===== config.mk =====
export PLATFORM = sky130hd
export DESIGN_NAME = level5_synth
export DESIGN_NICKNAME = d
export VERILOG_FILES = /design/src/rtl/level5_synth.sv
export SDC_FILE = /design/constraint.sdc
export NUM_CORES = 1
export LEC_CHECK = 0
export CAP_MARGIN = 20
export CELL_PAD_IN_SITES_DETAIL_PLACEMENT = 0
export CELL_PAD_IN_SITES_GLOBAL_PLACEMENT = 1
export CORE_MARGIN = 2
export CORE_UTILIZATION = 30
export DETAILED_ROUTE_END_ITERATION = 7
export PLACE_DENSITY = 0.73
export SYNTH_ARGS = -nofsm -noshare
export SYNTH_HDL_FRONTEND = slang
export SYNTH_SLANG_ARGS = --single-unit

===== constraint.sdc =====
create_clock -name clk -period 3.75 [get_ports clk]
set_input_delay 0.5625 -clock clk [delete_from_list [all_inputs] [get_ports clk]]
set_output_delay 0.5625 -clock clk [all_outputs]
set_load 0.02 [all_outputs]

===== src/rtl/level5_synth.sv =====
// Level-5 inverse Haar synthesis: buffered coefficient pairs expand to 32 samples, eight per beat.
// Optional build macro LEVEL5_SYNTH_ROUND_EN selects round-half-up instead of floor scaling.
module level5_synth #(
  parameter int unsigned W         = 17,
  parameter int unsigned SHIFT     = 5,
  parameter int unsigned BUF_DEPTH = 2
) (
  input  logic                clk,
  input  logic                nReset,
  input  logic                Enable,
  input  logic                coef_valid,
  output logic                coef_ready,
  input  logic signed [W-1:0] cA_in,
  input  logic signed [W-1:0] cD_in,
  input  logic                coef_last,
  output logic                out_valid,
  input  logic                out_ready,
  output logic signed [W-1:0] data_out1,
  output logic signed [W-1:0] data_out2,
  output logic signed [W-1:0] data_out3,
  output logic signed [W-1:0] data_out4,
  output logic signed [W-1:0] data_out5,
  output logic signed [W-1:0] data_out6,
  output logic signed [W-1:0] data_out7,
  output logic signed [W-1:0] data_out8,
  output logic [1:0]          beat,
  output logic [11:0]         pair_count,
  output logic                done
);

  localparam int unsigned PTR_W = (BUF_DEPTH > 1) ? $clog2(BUF_DEPTH) : 1;
  localparam int unsigned CNT_W = $clog2(BUF_DEPTH + 1);
  localparam int unsigned PC_W  = 12;

  typedef struct packed {
    logic signed [W-1:0] ca;
    logic signed [W-1:0] cd;
    logic                last;
  } entry_t;

  typedef enum logic [1:0] {IDLE, EMIT, DONE} state_t;

  state_t              state_q, state_d;
  entry_t              mem_q [BUF_DEPTH];
  entry_t              mem_d [BUF_DEPTH];
  logic [PTR_W-1:0]    wr_ptr_q, wr_ptr_d, rd_ptr_q, rd_ptr_d;
  logic [CNT_W-1:0]    count_q, count_d;
  logic signed [W-1:0] h0_q, h0_d, h1_q, h1_d, data_q, data_d;
  logic                last_q, last_d;
  logic [1:0]          beat_q, beat_d;
  logic [PC_W-1:0]     pcnt_q, pcnt_d;
  logic                out_valid_q, out_valid_d;
  logic                done_q, done_d;
  logic                ready_q, ready_d;

  logic                push, pop, hs;
  entry_t              head;

  // Scaled sum/difference of one coefficient pair, W+1-bit intermediate.
  function automatic logic signed [W-1:0] synth(input logic signed [W-1:0] a,
                                               input logic signed [W-1:0] b,
                                               input logic                sub);
    logic signed [W:0] s;
    s = sub ? ((W+1)'(a) - (W+1)'(b)) : ((W+1)'(a) + (W+1)'(b));
`ifdef LEVEL5_SYNTH_ROUND_EN
    begin
      logic signed [W+1:0] r;
      r = (W+2)'(s) + (W+2)'(2 ** (SHIFT - 1));
      return W'(r >>> SHIFT);
    end
`else
    return W'(s >>> SHIFT);
`endif
  endfunction

  function automatic logic [PTR_W-1:0] ptr_inc(input logic [PTR_W-1:0] p);
    return (p == PTR_W'(BUF_DEPTH - 1)) ? '0 : PTR_W'(p + 1'b1);
  endfunction

  // Registered state.
  always_ff @(posedge clk or negedge nReset) begin
    if (!nReset) begin
      state_q     <= IDLE;
      mem_q       <= '{default: '0};
      wr_ptr_q    <= '0;
      rd_ptr_q    <= '0;
      count_q     <= '0;
      h0_q        <= '0;
      h1_q        <= '0;
      data_q      <= '0;
      last_q      <= 1'b0;
      beat_q      <= '0;
      pcnt_q      <= '0;
      out_valid_q <= 1'b0;
      done_q      <= 1'b0;
      ready_q     <= 1'b0;
    end else begin
      state_q     <= state_d;
      mem_q       <= mem_d;
      wr_ptr_q    <= wr_ptr_d;
      rd_ptr_q    <= rd_ptr_d;
      count_q     <= count_d;
      h0_q        <= h0_d;
      h1_q        <= h1_d;
      data_q      <= data_d;
      last_q      <= last_d;
      beat_q      <= beat_d;
      pcnt_q      <= pcnt_d;
      out_valid_q <= out_valid_d;
      done_q      <= done_d;
      ready_q     <= ready_d;
    end
  end

  // Next-state, buffer and output logic.
  always_comb begin
    state_d  = state_q;
    mem_d    = mem_q;
    wr_ptr_d = wr_ptr_q;
    rd_ptr_d = rd_ptr_q;
    h0_d     = h0_q;
    h1_d     = h1_q;
    data_d   = data_q;
    last_d   = last_q;
    beat_d   = beat_q;
    pcnt_d   = pcnt_q;
    pop      = 1'b0;
    push     = coef_valid && ready_q;
    hs       = out_valid_q && out_ready;
    head     = mem_q[rd_ptr_q];

    if (push) begin
      mem_d[wr_ptr_q] = '{ca: cA_in, cd: cD_in, last: coef_last};
      wr_ptr_d        = ptr_inc(wr_ptr_q);
    end

    case (state_q)
      IDLE: begin
        if (count_q != '0) pop = 1'b1;
      end
      EMIT: begin
        if (hs) begin
          if (beat_q == 2'd3) begin
            if (pcnt_q != '1) pcnt_d = PC_W'(pcnt_q + 1'b1);
            if (last_q)                state_d = DONE;
            else if (count_q != '0)    pop = 1'b1;
            else                       state_d = IDLE;
          end else begin
            beat_d = 2'(beat_q + 2'd1);
            if (beat_q == 2'd1) data_d = h1_q;
          end
        end
      end
      DONE: ;
      default: state_d = IDLE;
    endcase

    // Loading a pair starts its first beat with h0 on the outputs.
    if (pop) begin
      rd_ptr_d = ptr_inc(rd_ptr_q);
      h0_d     = synth(head.ca, head.cd, 1'b0);
      h1_d     = synth(head.ca, head.cd, 1'b1);
      last_d   = head.last;
      data_d   = h0_d;
      beat_d   = '0;
      state_d  = EMIT;
    end

    count_d = CNT_W'(count_q + CNT_W'(push) - CNT_W'(pop));

    if (!Enable) begin
      state_d  = IDLE;
      mem_d    = '{default: '0};
      wr_ptr_d = '0;
      rd_ptr_d = '0;
      count_d  = '0;
      h0_d     = '0;
      h1_d     = '0;
      data_d   = '0;
      last_d   = 1'b0;
      beat_d   = '0;
      pcnt_d   = '0;
    end

    out_valid_d = (state_d == EMIT);
    done_d      = (state_d == DONE);
    ready_d     = Enable && (count_d < CNT_W'(BUF_DEPTH)) && (state_d != DONE);
  end

  assign coef_ready = ready_q;
  assign out_valid  = out_valid_q;
  assign done       = done_q;
  assign beat       = beat_q;
  assign pair_count = pcnt_q;
  assign data_out1  = data_q;
  assign data_out2  = data_q;
  assign data_out3  = data_q;
  assign data_out4  = data_q;
  assign data_out5  = data_q;
  assign data_out6  = data_q;
  assign data_out7  = data_q;
  assign data_out8  = data_q;

endmodule

# --- After elaboration in Yosys (flattened, before gate mapping) ---
# Index checks and enable logic that the tools add are counted.
word_totals:
  reg_bits: 128
  latchBits: 0
  mem_bits_rw: 0
  rom_bits: 0
  out_inout_bits: 153
  wordCells: 108
  n_memories: 0
op_classes:
  addsub: 8
  mul: 0
  div: 0
  order_cmp: 4
  eq_ne: 18
  shifts: 0
  mux: 47
  n_bitwise: 2
  reduce_logical: 11
op_table:
  columns: ["op", "count"]
  rows:
  - ["35-bit 2-to-1 mux", 4]
  - ["70-bit 2-to-1 mux", 2]
  - ["17-bit 2-to-1 mux", 8]
  - ["70-bit bitwise mux", 1]
  - ["12-bit 2-to-1 mux", 5]
  - ["35-bit demux with 1-bit select", 1]
  - ["2-bit 2-to-1 mux", 12]
  - ["17-bit by 17-bit adder with 18-bit output", 1]
  - ["17-bit by 17-bit subtractor with 18-bit output", 1]
  - ["12-bit by 1-bit adder with 12-bit output (second input constant)", 1]
  - ["1-bit 2-to-1 mux", 12]
  - ["12-bit != test (second input constant)", 1]
  - ["2-bit by 1-bit != test with 1-bit output (second input constant)", 6]
  - ["3-bit by 1-bit != test with 1-bit output (second input constant)", 3]
  - ["4-bit AND reduction", 2]
  - ["2-bit by 1-bit == test with 1-bit output (second input constant)", 3]
  - ["2-bit == test (second input constant)", 3]
  - ["1-bit logical AND", 5]
  - ["2-bit greater-or-equal comparator (second input constant)", 2]
  - ["1-bit inverter with 2-bit output", 2]
  - ["2-bit case mux with 2 select lines", 1]
  - ["3-bit != test (second input constant)", 1]
  - ["3-bit AND reduction", 1]
  - ["1-bit adder (second input constant)", 2]
  - ["10 further kinds", 10]

# --- Depth between registers and ports, before layout ---
depth:
  depth_word: 11
  depth_mapped: 13
  depth_no_buf: 12

# --- Worst setup path before layout ---
# No wires, ideal clock.
synth_path:
  path_kind: "reg2reg"
  startpoint: "register rd_ptr_q"
  endpoint: "register data_q[9], in the netlist data_out1[9]"
  t_arrival_ns: 3.049
  required_ns: 3.681
  setup_slack_ns: 0.632
  path_stages_with_launch: 13
  synth_period_minus_slack_ns: 3.118
  path_cell_list: "dfrtp_1 buf_4 clkbuf_1 mux2_2 ha_1 buf_4 nor2_2 a211oi_2 a31oi_2 a21o_1 a311o_1 or4_1 nand3_1"
synth_via:
  elab_chain_cells: 7
synth_rtl:
  columns: ["item", "line_no", "text"]
  rows:
  - ["start, declared", "46", "logic [PTR_W-1:0] wr_ptr_q, wr_ptr_d, rd_ptr_q, rd_ptr_d;"]
  - ["start signal, assigned", "101", "rd_ptr_q <= rd_ptr_d;"]
  - ["1-bit inverter with 2-bit output (implied by the code)", "130", "head = mem_q[rd_ptr_q];"]
  - ["35-bit 2-to-1 mux (implied by the code) (3 in a row)", "130", null]
  - ["17-bit by 17-bit adder with 18-bit output", null, null]
  - ["17-bit 2-to-1 mux", "159", "if (pop) begin"]
  - ["17-bit 2-to-1 mux", "171", "if (!Enable) begin"]
  - ["end signal, assigned", "105", "data_q <= data_d;"]
  - ["end, declared", "48", "logic signed [W-1:0] h0_q, h0_d, h1_q, h1_d, data_q, data_d;"]
# No other way between the ends. The select of a mux whose other input is x is not followed.
# A chain may end at the register's enable or synchronous reset.

# --- Final worst setup path ---
layout_path:
  startpoint: "register rd_ptr_q"
  endpoint: "register data_q[15], in the netlist data_out1[15]"
# The elaborated chain is that of the path after synthesis.

==> results_dict.tcl <==
set metrics [dict create \
    outcome "finished, final reports clean" \
    place_congestion 0.860 \
    critPathRequiredTime_ps 4100 \
    min_period_over_period_pct 88.1 \
    ys_seq_area_share_pct 40.2 \
    worst_pin_slew_ps 765 \
    core_sq_um 24400 \
    cts_sinks 120 \
    period_needed_ps 3310 \
    numCtsBuffers 17 \
    avgRoutedWirePerCell_um 16.1 \
    clockBufferDepth 2 \
    wl_um 18500 \
    viasPerCell 4.79 \
    ioPinCount 193 \
    stdcell_area_sq_um 9530 \
    dieArea_sq_um 26200 \
    grt_pass1_vias 5203 \
    grt_antenna_before_repair 0 \
    rsz0062_at_grt "no" \
    synth_edf_count 0 \
    vias 5506 \
    hold_path.class "in2async" \
    powerDensity_nw_per_um2 648 \
    vdd_ir_drop_max_uv 358 \
    reg2reg_from "rd_ptr_q$_DFFE_PN0P_" \
    ctsHoldBuffers 0 \
    leakage_uw 0.00425 \
    synth_top_area_share_pct 40.2 \
    rows 57 \
    synth_cell_types 68 \
    relSlewSlack_pct 49.0 \
    dr.pass1.iters 5 \
    port_buffers 192 \
    grt_use_met3_pct 3.42 \
    grt_max_degree 63 \
    cts_setup_buffers 0 \
    setup-tns-final_ps 0 \
    grt.overflow.total 0 \
    place_inst 1117 \
    postSynthCellCount 748 \
    diodes 0 \
    track_usage_pct 13.9 \
    worstReg2RegEnd "data_out1[15]$_DFFE_PN0P_" \
    r2r_cells 9 \
    nets 890 \
    htree_levels 4 \
    fmax_mhz 303 \
    reg2reg_slack_ps 440 \
    grt_use_met1_pct 18.8 \
    hold_viol_final 0 \
    syn_area_sq_um 7470 \
    fin_cells 1150 \
    critPathKind "reg2reg" \
    first_iter_violations 387 \
    die_h_um 162 \
    cts_resized 0 \
    start_util_pct 30.6 \
    placed_area_sq_um 8850 \
    yosys_warnings 0 \
    maxCapViolCount 0 \
    synth_area_leaders "dfrtp_1 40%, buf_4 13%, a22o_1 8.2%" \
    finClkSkew_ps 11.4 \
    root_buffer "clkbuf_16" \
    dieWidth_um 162 \
    arrival_ps 3650 \
    setup_viol 0 \
    cp-end-kind "flop" \
    ys_ff_latch 120 \
    synth-async-reset-ratio_pct 100 \
    worstSkewPairLatency_ps 420 \
    fill_cells 2404 \
    syn_avg_cell_area_sq_um 9.98 \
    yosysTopAreaCell "dfrtp_1" \
    grt_busiest_layer "met2" \
    grt_pass1_wl_um 28800 \
    dp.final_hpwl_um 13600 \
    drc 0 \
    clkTransAtPathRegs_ps 50 \
    ant_nets 0 \
    synthesis.nets 825 \
    synth-main-ff-cell "dfrtp_1" \
    syn_to_final_growth_pct 27.6 \
    grt_use_met2_pct 22.3 \
    cts_tree "done" \
    crit_fanout 24 \
    critPathLaunchType "flop" \
    total_power_uw 6170 \
    slew_violations 0 \
    post_route_cells_drive_above_1_share_pct 9.56 \
]
==> metal layers <==
| metal | wire [um] | vias up |
|---|---|---|
| met3 | 1010 | 13 |
| met4 | 204 | 0 |
| met2 | 8560 | 181 |
| met1 | 8680 | 2656 |
| li1 | - | 2656 |
| met5 | 0 | - |
==> cell families (layout without fill, tap and decap cells) <==
group	Yosys count	count (layout)	share of synthesized area (%)
xor gates and xnor gates	31	31	3.64
and+or+nand+nor	155	155	10.4
muxes	42	42	5.90
DFF	120	120	40.2
adders and majority gates	37	37	6.20
AOI/OAI and AO/OA	169	169	17.4
buffers and inverters	194	272	16.2
==> stage by stage <==
| step | util [%] | hold WS (ps) | setup slack [ps] |
|---|---|---|---|
| 2_1_floorplan | - | 267 | 632 |
| 3_3_place_gp | 36.3 | 465 | 563 |
| 3_5_place_dp | 36.3 | 477 | 478 |
| 4_1_cts | 39.0 | 242 | 474 |
| 5_1_grt | 39.1 | 276 | 217 |
| 6_report | 39.1 | 226 | 445 |
==> layout make-up <==
class,count,area [sq um],share of cell area (%)
inverter,34,128,1.34
clock buffer,21,450,4.73
multi-input combinational,434,3280,34.4
tap,324,405,4.25
timing repair buffer,206,2070,21.7
clock inverter,11,195,2.05
sequential,120,3000,31.5
==> power breakdown <==
group	switching, uW	internal, uW
Sequential	191	1480
Combinational	1490	1220
Clock	585	1200
==> synthesized netlist by cell type, types with 11 or more instances <==
library cell / instances
nor3_1: 11
mux2_2: 16
nand2_1: 50
dfrtp_1: 120
xnor2_1: 20
buf_4: 125
ha_1: 37
xor2_1: 11
inv_1: 32
o22ai_1: 11
a21oi_1: 25
clkbuf_1: 25
nor2_1: 35
mux2i_1: 26
o21ai_0: 17
a22o_1: 70
==> how the worst max path moves through the flow <==
stage | depth (start not counted) | slack [ps] | start | end
after CTS | 10 | 470 | rd_ptr_q$_DFFE_PN0P_ | data_out1[15]$_DFFE_PN0P_
after detailed placement | 10 | 480 | rd_ptr_q$_DFFE_PN0P_ | data_out1[15]$_DFFE_PN0P_
after global routing | 9 | 220 | rd_ptr_q$_DFFE_PN0P_ | data_out1[15]$_DFFE_PN0P_
final | 9 | 440 | rd_ptr_q$_DFFE_PN0P_ | data_out1[15]$_DFFE_PN0P_
after floorplan | 12 | 630 | rd_ptr_q$_DFFE_PN0P_ | data_out1[9]$_DFFE_PN0P_
after global placement | 10 | 560 | rd_ptr_q$_DFFE_PN0P_ | data_out1[9]$_DFFE_PN0P_
==> flip-flops by register name, summed over array words and instances (netlist names) <==
register,cells
pair_count,12
done,1
out_valid,1
data_out1,13
rd_ptr_q,1
coef_ready,1
count_q,2
last_q,1
mem_q,70
state_q,2
beat,2
wr_ptr_q,1
h1_q,13
==> critical path, cell delays in order, from the launching register on <==
cell and delay, ps:
dfrtp_1 570, buf_12 250, mux2_2 370, ha_1 520
nor3_1 110, nor4b_1 170, a221oi_2 420, o21ai_1 200
a2111oi_2 390, o221a_1 220
==> placed cells by master, fill, tap and decap left out, drive strengths merged, types with 6 or more instances in the layout <==
master	count
a22o	70
o21ai	19
ha	37
or3	7
nand2	50
a21oi	26
a31oi	8
clkdlybuf4s50	191
buf	15
clkbuf	21
mux2	16
a211oi	7
nor2	36
o22ai	11
nand4	6
mux2i	26
nor2b	8
nand3	8
nor3	11
xor2	11
dfrtp	120
xnor2	20
inv	33
No activity file was read; power rests on OpenSTA's default activity.
